===== config.mk =====
export PLATFORM = sky130hd
export DESIGN_NAME = mem_port_arbiter_flat
export DESIGN_NICKNAME = d
export VERILOG_FILES = /design/src/rtl/mem_port_arbiter_if.sv /design/src/rtl/mem_port_arbiter.sv /design/src/flat_wrapper.sv
export SDC_FILE = /design/constraint.sdc
export NUM_CORES = 1
export LEC_CHECK = 0
export ABC_AREA = 1
export CAP_MARGIN = 10
export CORE_AREA = 2 2 122 124
export DETAILED_ROUTE_END_ITERATION = 6
export DIE_AREA = 0 0 124 126
export HOLD_SLACK_MARGIN = 0.12
export PLACE_DENSITY = 0.66
export SYNTH_ARGS = -nofsm -noshare
export SYNTH_HDL_FRONTEND = slang
export SYNTH_SLANG_ARGS = --single-unit

===== constraint.sdc =====
create_clock -name clk1 -period 3.1 [get_ports clk1]
set_clock_uncertainty 0.15 [all_clocks]
set_input_delay 0.62 -clock clk1 [delete_from_list [all_inputs] [get_ports clk1]]
set_output_delay 0.62 -clock clk1 [all_outputs]
set_load 0.01 [all_outputs]

===== src/rtl/mem_port_arbiter_if.sv =====
// Bundle of fetch, load/store and memory-side signals around mem_port_arbiter.
// slave = arbiter view; master = pipeline plus memory array view.
interface mem_port_arbiter_if #(
    parameter int AW = 10
);
    // Fetch port (read-only)
    logic          if_req;
    logic [AW-1:0] if_addr;
    logic          if_ack;
    logic [31:0]   if_rdata;

    // Load/store port
    logic          d_req;
    logic          d_we;
    logic [AW-1:0] d_addr;
    logic [31:0]   d_wdata;
    logic          d_ack;
    logic [31:0]   d_rdata;

    // Memory array side
    logic          mem_en;
    logic          mem_we;
    logic [AW-1:0] mem_addr;
    logic [31:0]   mem_wdata;
    logic [31:0]   mem_rdata;

    // Status
    logic          busy;
    logic          owner;

    modport slave (
        input  if_req, if_addr, d_req, d_we, d_addr, d_wdata, mem_rdata,
        output if_ack, if_rdata, d_ack, d_rdata,
        output mem_en, mem_we, mem_addr, mem_wdata, busy, owner
    );

    modport master (
        output if_req, if_addr, d_req, d_we, d_addr, d_wdata, mem_rdata,
        input  if_ack, if_rdata, d_ack, d_rdata,
        input  mem_en, mem_we, mem_addr, mem_wdata, busy, owner
    );
endinterface


===== src/rtl/mem_port_arbiter.sv =====
// Shares one single-ported synchronous memory between the fetch and load/store ports.
// Define MEM_ARB_RR_EN for round-robin arbitration; default is data-priority with a fetch starvation guard.
module mem_port_arbiter #(
    parameter int AW         = 10,
    parameter int LAT        = 1,
    parameter int STARVE_MAX = 3
) (
    input  logic                 clk1,
    input  logic                 rst_n,
    mem_port_arbiter_if.slave    bus
);

    typedef enum logic [1:0] {
        S_IDLE,
        S_ISSUE,
        S_WAIT,
        S_RESP
    } state_e;

    localparam logic OWNER_FETCH = 1'b0;
    localparam logic OWNER_DATA  = 1'b1;

    state_e        state_q;
    logic          owner_q;
    logic [2:0]    cnt_q;
    logic          mem_en_q;
    logic          mem_we_q;
    logic [AW-1:0] mem_addr_q;
    logic [31:0]   mem_wdata_q;
    logic          if_ack_q;
    logic          d_ack_q;
    logic [31:0]   if_rdata_q;
    logic [31:0]   d_rdata_q;

`ifdef MEM_ARB_RR_EN
    logic          last_owner_q;
`else
    logic [2:0]    sc_q;
`endif

    logic          grant_d;
    logic          owner_d;

    // Arbitration decision, only consumed while the FSM is in S_IDLE.
    // NOTE: every always_comb output gets a default first so no latch is inferred.
    always_comb begin
        grant_d = 1'b0;
        owner_d = OWNER_FETCH;
`ifdef MEM_ARB_RR_EN
        if (bus.if_req && bus.d_req) begin
            grant_d = 1'b1;
            owner_d = ~last_owner_q;
        end else if (bus.d_req) begin
            grant_d = 1'b1;
            owner_d = OWNER_DATA;
        end else if (bus.if_req) begin
            grant_d = 1'b1;
            owner_d = OWNER_FETCH;
        end
`else
        if (bus.d_req && !(bus.if_req && (sc_q == 3'(STARVE_MAX)))) begin
            grant_d = 1'b1;
            owner_d = OWNER_DATA;
        end else if (bus.if_req) begin
            grant_d = 1'b1;
            owner_d = OWNER_FETCH;
        end
`endif
    end

    // NOTE: sequential state uses non-blocking assignments only, so every register
    // sees the pre-edge value of every other register.
    always_ff @(posedge clk1 or negedge rst_n) begin
        if (!rst_n) begin
            state_q      <= S_IDLE;
            owner_q      <= OWNER_FETCH;
            cnt_q        <= '0;
            mem_en_q     <= 1'b0;
            mem_we_q     <= 1'b0;
            mem_addr_q   <= '0;
            mem_wdata_q  <= '0;
            if_ack_q     <= 1'b0;
            d_ack_q      <= 1'b0;
            if_rdata_q   <= '0;
            d_rdata_q    <= '0;
`ifdef MEM_ARB_RR_EN
            last_owner_q <= 1'b0;
`else
            sc_q         <= '0;
`endif
        end else begin
            case (state_q)
                S_IDLE: begin
                    if (grant_d) begin
                        owner_q  <= owner_d;
                        mem_en_q <= 1'b1;
                        state_q  <= S_ISSUE;
                        if (owner_d == OWNER_DATA) begin
                            mem_addr_q  <= bus.d_addr;
                            mem_wdata_q <= bus.d_wdata;
                            mem_we_q    <= bus.d_we;
                        end else begin
                            mem_addr_q  <= bus.if_addr;
                            mem_we_q    <= 1'b0;
                        end
                    end
`ifdef MEM_ARB_RR_EN
                    if (grant_d) begin
                        last_owner_q <= owner_d;
                    end
`else
                    // Starvation count only grows while fetch is actually waiting.
                    if (!bus.if_req) begin
                        sc_q <= '0;
                    end else if (grant_d && (owner_d == OWNER_DATA)) begin
                        sc_q <= sc_q + 3'd1;
                    end else if (grant_d) begin
                        sc_q <= '0;
                    end
`endif
                end

                S_ISSUE: begin
                    mem_en_q <= 1'b0;
                    mem_we_q <= 1'b0;
                    if (mem_we_q) begin
                        d_ack_q <= 1'b1;
                        state_q <= S_RESP;
                    end else begin
                        cnt_q   <= 3'(LAT);
                        state_q <= S_WAIT;
                    end
                end

                S_WAIT: begin
                    if (cnt_q == 3'd1) begin
                        if (owner_q == OWNER_DATA) begin
                            d_rdata_q <= bus.mem_rdata;
                            d_ack_q   <= 1'b1;
                        end else begin
                            if_rdata_q <= bus.mem_rdata;
                            if_ack_q   <= 1'b1;
                        end
                        state_q <= S_RESP;
                    end else begin
                        cnt_q <= cnt_q - 3'd1;
                    end
                end

                S_RESP: begin
                    // Requests are deliberately not sampled here; a held request
                    // is re-arbitrated in the following S_IDLE cycle.
                    if_ack_q <= 1'b0;
                    d_ack_q  <= 1'b0;
                    state_q  <= S_IDLE;
                end

                default: begin
                    state_q <= S_IDLE;
                end
            endcase
        end
    end

    assign bus.if_ack    = if_ack_q;
    assign bus.if_rdata  = if_rdata_q;
    assign bus.d_ack     = d_ack_q;
    assign bus.d_rdata   = d_rdata_q;
    assign bus.mem_en    = mem_en_q;
    assign bus.mem_we    = mem_we_q;
    assign bus.mem_addr  = mem_addr_q;
    assign bus.mem_wdata = mem_wdata_q;
    assign bus.busy      = (state_q != S_IDLE);
    assign bus.owner     = owner_q;

endmodule


===== src/flat_wrapper.sv =====
// flat-port wrapper written by rule: the top's interface ports become plain ports
module mem_port_arbiter_flat 
#(
    parameter int AW         = 10,
    parameter int LAT        = 1,
    parameter int STARVE_MAX = 3
)
  (clk1, rst_n, bus_if_req, bus_if_addr, bus_d_req, bus_d_we, bus_d_addr, bus_d_wdata, bus_mem_rdata, bus_if_ack, bus_if_rdata, bus_d_ack, bus_d_rdata, bus_mem_en, bus_mem_we, bus_mem_addr, bus_mem_wdata, bus_busy, bus_owner);
  mem_port_arbiter_if #(.AW(AW)) bus_i ();
  input  logic clk1;
  input  logic rst_n;
  input wire logic [$bits(bus_i.if_req)-1:0] bus_if_req;
  input wire logic [$bits(bus_i.if_addr)-1:0] bus_if_addr;
  input wire logic [$bits(bus_i.d_req)-1:0] bus_d_req;
  input wire logic [$bits(bus_i.d_we)-1:0] bus_d_we;
  input wire logic [$bits(bus_i.d_addr)-1:0] bus_d_addr;
  input wire logic [$bits(bus_i.d_wdata)-1:0] bus_d_wdata;
  input wire logic [$bits(bus_i.mem_rdata)-1:0] bus_mem_rdata;
  output wire logic [$bits(bus_i.if_ack)-1:0] bus_if_ack;
  output wire logic [$bits(bus_i.if_rdata)-1:0] bus_if_rdata;
  output wire logic [$bits(bus_i.d_ack)-1:0] bus_d_ack;
  output wire logic [$bits(bus_i.d_rdata)-1:0] bus_d_rdata;
  output wire logic [$bits(bus_i.mem_en)-1:0] bus_mem_en;
  output wire logic [$bits(bus_i.mem_we)-1:0] bus_mem_we;
  output wire logic [$bits(bus_i.mem_addr)-1:0] bus_mem_addr;
  output wire logic [$bits(bus_i.mem_wdata)-1:0] bus_mem_wdata;
  output wire logic [$bits(bus_i.busy)-1:0] bus_busy;
  output wire logic [$bits(bus_i.owner)-1:0] bus_owner;
  assign bus_i.if_req = bus_if_req;
  assign bus_i.if_addr = bus_if_addr;
  assign bus_i.d_req = bus_d_req;
  assign bus_i.d_we = bus_d_we;
  assign bus_i.d_addr = bus_d_addr;
  assign bus_i.d_wdata = bus_d_wdata;
  assign bus_i.mem_rdata = bus_mem_rdata;
  assign bus_if_ack = bus_i.if_ack;
  assign bus_if_rdata = bus_i.if_rdata;
  assign bus_d_ack = bus_i.d_ack;
  assign bus_d_rdata = bus_i.d_rdata;
  assign bus_mem_en = bus_i.mem_en;
  assign bus_mem_we = bus_i.mem_we;
  assign bus_mem_addr = bus_i.mem_addr;
  assign bus_mem_wdata = bus_i.mem_wdata;
  assign bus_busy = bus_i.busy;
  assign bus_owner = bus_i.owner;
  mem_port_arbiter #(.AW(AW), .LAT(LAT), .STARVE_MAX(STARVE_MAX)) u_core (.clk1(clk1), .rst_n(rst_n), .bus(bus_i));
endmodule

==> key figures, run 1 <==
Clocking
  – Worst skew pair latency: around 400 ps
  – CTS tree: done
  – Cts hold-fix bufs: 1
  – CTS Buf Count: 17
  – H-tree lvl count: 4
  – Clk buf depth: 2
  – Clock Sinks: 119
  – Clock-pin slew on the worst setup and hold paths: 50 ps
  – Root buffer cell: clkbuf_16
  – Post-CTS resize count: 0
  – # Post-CTS Setup Buffers: 0

Global route
  – Gr ovfl total: 0
  – Vias in the first global route: between 4000 and 5000
  – Global Route Usage Sum: roughly 17%
  – Initial antenna violation count: 0
  – Largest net degree at the start of global routing: 65
  – Global-route wire length before repair: a little over 20 mm

Synth
  – Ranking of synthesized cells by area: dfrtp_1 61%, nand2_1 19%, o21ai_1 6.6%
  – Cell taking the most area after synthesis: dfrtp_1
  – Sequential share of the synthesized area: 60.7%
  – Mapped Area: slightly below 5000 um^2
  – Mean Syn Cell Area: slightly below 9 um^2
  – Syn nets: between 600 and 700
  – Yosys reg bits: 119
  – Yosys cell types: 19
  – Yosys warning total: 0
  – Cells after Synth: about 550
  – Top cell type's share of synthesized area: ~60%

Placed design
  – GPL Wtd Cong: 0.810
  – Place WS: just over 400 ps
  – Port bufs: 200
  – Hpwl dp: about 9.4 mm

Detailed routing
  – # DRC: 0
  – Metal-1 WL: approximately 5.6 mm
  – Met3 WL: roughly 1.3 mm
  – Wire per inst: 13.5 um
  – Vias: 4298
  – Pre-antenna DRT Iters: 6
  – Starting DRT DRC Count: 255
  – Total Wirelength: 12.8 mm
  – Antenna Nets Post-Route: 0
  – Vias per inst: 4.53
  – Met2 routed WL: between 5 and 6 mm
  – Top layer in use: met4

Setup path
  – Critical-path maximum fanout: 7
  – Worst path arrival time: around 2000 ps
  – CP Class: reg -> out
  – CP endpoint kind: output pin
  – Reg2Reg Depth: 6
  – WP data required: 2330 ps
  – Critical Path Source Type: flop

STA
  – Final setup margin: approximately 350 ps
  – Max Freq: between 0.3 and 0.4 GHz
  – Final Cycle Share: between 80% and 90%
  – Unrepaired setup endpoints after global routing: false
  – Final hold violations: 0
  – Crit path time final: between 2000 and 3000 ps
  – Final setup violation count: 0
  – Slew Limit Fails: 0
  – Slew HR: between 40% and 50%
  – Setup tns final: 0 ps
  – Measured slew at the worst slew-check pin: about 860 ps

Min path
  – Hold Path Cell Cnt: 2
  – Min-delay worst type: reg -> reg

Finish
  – Register area: 2980 um^2
  – Synth-to-layout area growth: 55.6%
  – Final core occ: a little over half
  – Fin nets: 851
  – Multi-input logic area: between 1500 and 2000 um^2
  – Layout cells sized above 1: ~5.8%
  – FILL cells: ~1300
  – Commonest cells after routing, fill and taps aside: 252 x nand2_1, 199 x clkdlybuf4s50_1, 119 x dfrtp_1
  – Commonest non-fill, non-tap cell in the layout: nand2_1
  – Final antenna diode count: 0

Die
  – Starting Density: between 30% and 40%
  – Die area: approximately 16000 um^2
  – # IOs: approximately 200
  – Rows: 44
  – Core footprint: about 14000 um^2
  – Die Y-Extent: between 100 and 150 um
  – Die span in x: approximately 120 um

Power and ir drop
  – Power Dens Cells: 1080 nW/um^2
  – Pleak: 3.76 nW
  – Maximum VDD drop: between 0.0003 and 0.0004 V

Flow run
  – Maxcap violations: 0

Status
  – Status: complete, no violations
[layout make-up]
cell class                      count  share of cell area (%)
Clock buffer                       19                    5.93
Clock inverter                     12                    2.00
Inverter                           55                    2.70
Multi-Input combinational cell    355                    20.5
Sequential cell                   119                    39.0
Tap cell                          184                    3.02
Timing Repair Buffer              205                    26.9
[cell usage after synthesis, drive strengths merged]
| cell type | n |
|---|---|
| clkbuf | 1 |
| nand4 | 2 |
| buf | 21 |
| o211ai | 3 |
| dfrtp | 119 |
| nor2 | 6 |
| o21ai | 71 |
| nand3 | 7 |
| or2 | 1 |
| nand3b | 1 |
| a21oi | 1 |
| ha | 9 |
| inv | 55 |
| nand2 | 254 |
[flip-flops by register name, summed over array words and instances (netlist names)]
name / count
u_core.bus.d_ack: 1
u_core.bus.d_rdata: 32
u_core.bus.if_ack: 1
u_core.bus.if_rdata: 32
u_core.bus.mem_addr: 10
u_core.bus.mem_en: 1
u_core.bus.mem_wdata: 32
u_core.bus.mem_we: 1
u_core.bus.owner: 1
u_core.cnt_q: 3
u_core.sc_q: 3
u_core.state_q: 2
[metrics by stage]
stage / area [um^2] / power (W) / cells / hold WS (ps)
finish: 7630 / 0.00824 / 949 / 315
global route: 7630 / 0.00885 / 949 / 344
CTS: 7630 / 0.00833 / 949 / 321
detailed placement: 7020 / 0.00631 / 917 / 308
global placement: 7020 / 0.00621 / 917 / 304
floorplan: 4910 / 0.00440 / 551 / 174
[cells by family after synthesis]
family	count (synthesis)	share of synthesized area, %
buf+inv	77	7.45
compound gates	75	7.80
fa+ha+maj	9	2.30
flops	119	60.7
simple gates	271	21.8
[per-layer routing]
layer,global-route usage [%],vias to the layer above
met4,5.82,0
met2,25.8,199
met3,6.34,19
li1,-,2110
met5,0,-
met1,22.0,1970
[path summary, 6_finish.rpt]
kind                                                from                       end  slack [ps]
worst max-delay path                   u_core.state_q[0]                  bus_busy         350
worst min-delay path            u_core.bus.mem_wdata[26]  u_core.bus.mem_wdata[26]         310
worst max register to register         u_core.state_q[0]    u_core.bus.mem_addr[4]         840
worst min register to register  u_core.bus.mem_wdata[26]  u_core.bus.mem_wdata[26]         310
max in group asynchronous                          rst_n    u_core.bus.d_rdata[25]        1610
min in group asynchronous                          rst_n    u_core.bus.d_rdata[12]         550
[critical path, stage by stage (launching register included)]
cell and delay [ps]:
dfrtp_1 430, inv_1 130, ha_1 330, inv_2 140, clkdlybuf4s50_1 550
[power breakdown]
group / internal [W] / switching (W) / leakage (nW)
logic: 0.00180 / 0.00169 / 2.00
registers: 0.00232 / 0.000457 / 1.47
clock network: 0.00130 / 0.000676 / 0.287
Power figures use the tool's default switching activity.
==> inputs of run 2 (changes only) <==
--- a/config.mk
+++ b/config.mk
@@ -11,7 +11,7 @@
 export DETAILED_ROUTE_END_ITERATION = 6
 export DIE_AREA = 0 0 124 126
 export HOLD_SLACK_MARGIN = 0.12
-export PLACE_DENSITY = 0.66
+export PLACE_DENSITY = 0.69
 export SYNTH_ARGS = -nofsm -noshare
 export SYNTH_HDL_FRONTEND = slang
 export SYNTH_SLANG_ARGS = --single-unit
==> run 2 against run 1 <==
  * Clock-buffer cell count is 2 lower
  * Wire length rose by 0.12%
  * Flip-flop and latch count did not move
  * Cell count stayed put
  * Register-to-register slack improved by 70 ps
  * Core utilization is 0.59 points higher
  * Combinational power is essentially flat
  * Maximum frequency is 0.45% higher
  * Largest power group unchanged
==> key figures, run 2 (synthesis results as in run 1) <==
Clocking
  – H-tree lvl count: 4
  – # Post-CTS Setup Buffers: 0
  – Clock Sinks: 119
  – Clk buf depth: 2
  – Root buffer cell: clkbuf_16
  – CTS Buf Count: 17
  – CTS tree: done
  – Worst skew pair latency: about 410 ps
  – Clock-pin slew on the worst setup and hold paths: around 60 ps

Detailed routing
  – Vias: around 4300
  – Starting DRT DRC Count: approximately 180
  – Total Wirelength: about 13 mm
  – Vias per inst: around 4.5
  – Antenna Nets Post-Route: 0
  – Wire per inst: 13.5 um
  – # DRC: 0
  – Pre-antenna DRT Iters: 4

STA
  – Final Cycle Share: approximately nine tenths
  – Crit path time final: 2730 ps
  – Unrepaired setup endpoints after global routing: false
  – Max Freq: about 0.37 GHz
  – Final hold violations: 0
  – Slew HR: 45.6%
  – Measured slew at the worst slew-check pin: 811 ps
  – Fin Hold WS: between 300 and 400 ps
  – Slew Limit Fails: 0
  – Final setup violation count: 0
  – Setup tns final: 0 ps

Die
  – Core footprint: around 14000 um^2
  – Die Y-Extent: 126 um
  – Die span in x: about 120 um
  – Die area: between 15000 and 20000 um^2
  – # IOs: roughly 200
  – Rows: between 40 and 50
  – Starting Density: around 34%

Finish
  – Layout cells sized above 1: under 10%
  – Commonest non-fill, non-tap cell in the layout: nand2_1
  – Non-Filler Instances: between 900 and 1000
  – Commonest cells after routing, fill and taps aside: 252 x nand2_1, 199 x clkdlybuf4s50_1, 119 x dfrtp_1
  – FILL cells: approximately 1300
  – Fin nets: 850
  – Final antenna diode count: 0
  – Synth-to-layout area growth: 57.4%

Global route
  – Initial antenna violation count: 0
  – Largest net degree at the start of global routing: 65
  – Gr ovfl total: 0
  – Vias in the first global route: between 4000 and 5000
  – Global Route Usage Sum: about 17%
  – Global-route wire length before repair: between 20 and 25 mm

Setup path
  – CP endpoint kind: output pin
  – Worst setup path startpoint: u_core.state_q[0]
  – Critical Path Source Type: flop
  – Reg2reg start: u_core.state_q[0]
  – Critical-path maximum fanout: 7
  – Reg2Reg Depth: 6
  – Worst Setup EP: bus_busy
  – Worst R2R Setup Slack: around 910 ps
  – Worst path arrival time: 1960 ps
  – FF-to-FF End: u_core.bus.mem_addr[6]
  – CP Class: reg -> out
  – WP data required: between 2000 and 2500 ps

Status
  – Status: complete, no violations

Min path
  – Min-delay worst type: reg -> reg
  – HP Start: u_core.bus.mem_wdata[23]

Placed design
  – Port bufs: 200
  – Placed cells: 916
  – GPL Wtd Cong: 0.804
  – Hpwl dp: a little over 9 mm

Power and ir drop
  – Pleak: 3.81 nW
  – Maximum VDD drop: about 0.00048 V
  – Power Dens Cells: between 1000 and 1500 nW/um^2

Flow run
  – Maxcap violations: 0
==> run 2: cell types whose count changed in the layout (fill, tap and decap cells not counted), sizes merged <==
cell and delta:
bufinv +4, clkinvlp -4, inv +3, clkbuf -2
buf -1
==> run 2: worst min-delay path by stage <==
stage	slack, ps	cells after the start	end
2_1_floorplan	170	0	u_core.bus.d_ack
3_3_place_gp	300	2	u_core.bus.mem_wdata[20]
3_5_place_dp	310	2	u_core.bus.mem_wdata[23]
4_1_cts	320	2	u_core.bus.mem_wdata[23]
5_1_grt	340	2	u_core.bus.mem_wdata[21]
6_report	320	2	u_core.bus.mem_wdata[23]
==> run 2: metrics by stage <==
stage          instance area [um^2]  worst slack [ps]  power (W)  util, %
6_report                       7720               367    0.00857     53.9
5_1_grt                        7720               246    0.00919     53.9
4_1_cts                        7720               329    0.00868     53.9
3_5_place_dp                   7010               408    0.00631     49.0
3_3_place_gp                   7010               516    0.00619     49.0
2_1_floorplan                  4910              1430    0.00440        -
==> run 2: what timing repair did <==
item	CTS	global route
endpoints found under the hold margin	37	0
resized for setup	0	0
hold buffers	1	0
==> run 2: layer usage <==
| metal | routed length, um | vias up | global-route usage [%] |
|---|---|---|---|
| met5 | 0 | - | 0 |
| met4 | 251 | 0 | 7.07 |
| met3 | 1240 | 24 | 6.61 |
| met2 | 5870 | 190 | 26.9 |
| met1 | 5430 | 1988 | 20.8 |
| li1 | - | 2104 | - |
==> run 2: critical path, stage by stage, from the launching register on <==
cell	delay, ps
dfrtp_1	420
inv_1	120
ha_1	310
inv_2	140
clkdlybuf4s50_1	550
==> run 2: cell type report <==
class                      count  area, um^2  share of cell area, %
clock buffer                  17         425                   5.51
clock inverter                15         273                   3.53
inverter                      55         206                   2.67
multi-input combinational    355        1560                   20.2
sequential                   119        2980                   38.6
tap                          184         230                   2.98
timing repair buffer         204        2040                   26.5
==> run 2: where the power goes <==
part / leakage [nW] / switching, W / total, W / internal [W]
Sequential: 1.47 / 0.000456 / 0.00278 / 0.00232
Clock: 0.342 / 0.000711 / 0.00231 / 0.00160
Combinational: 2.00 / 0.00169 / 0.00349 / 0.00179
Total: 3.81 / 0.00286 / 0.00857 / 0.00571
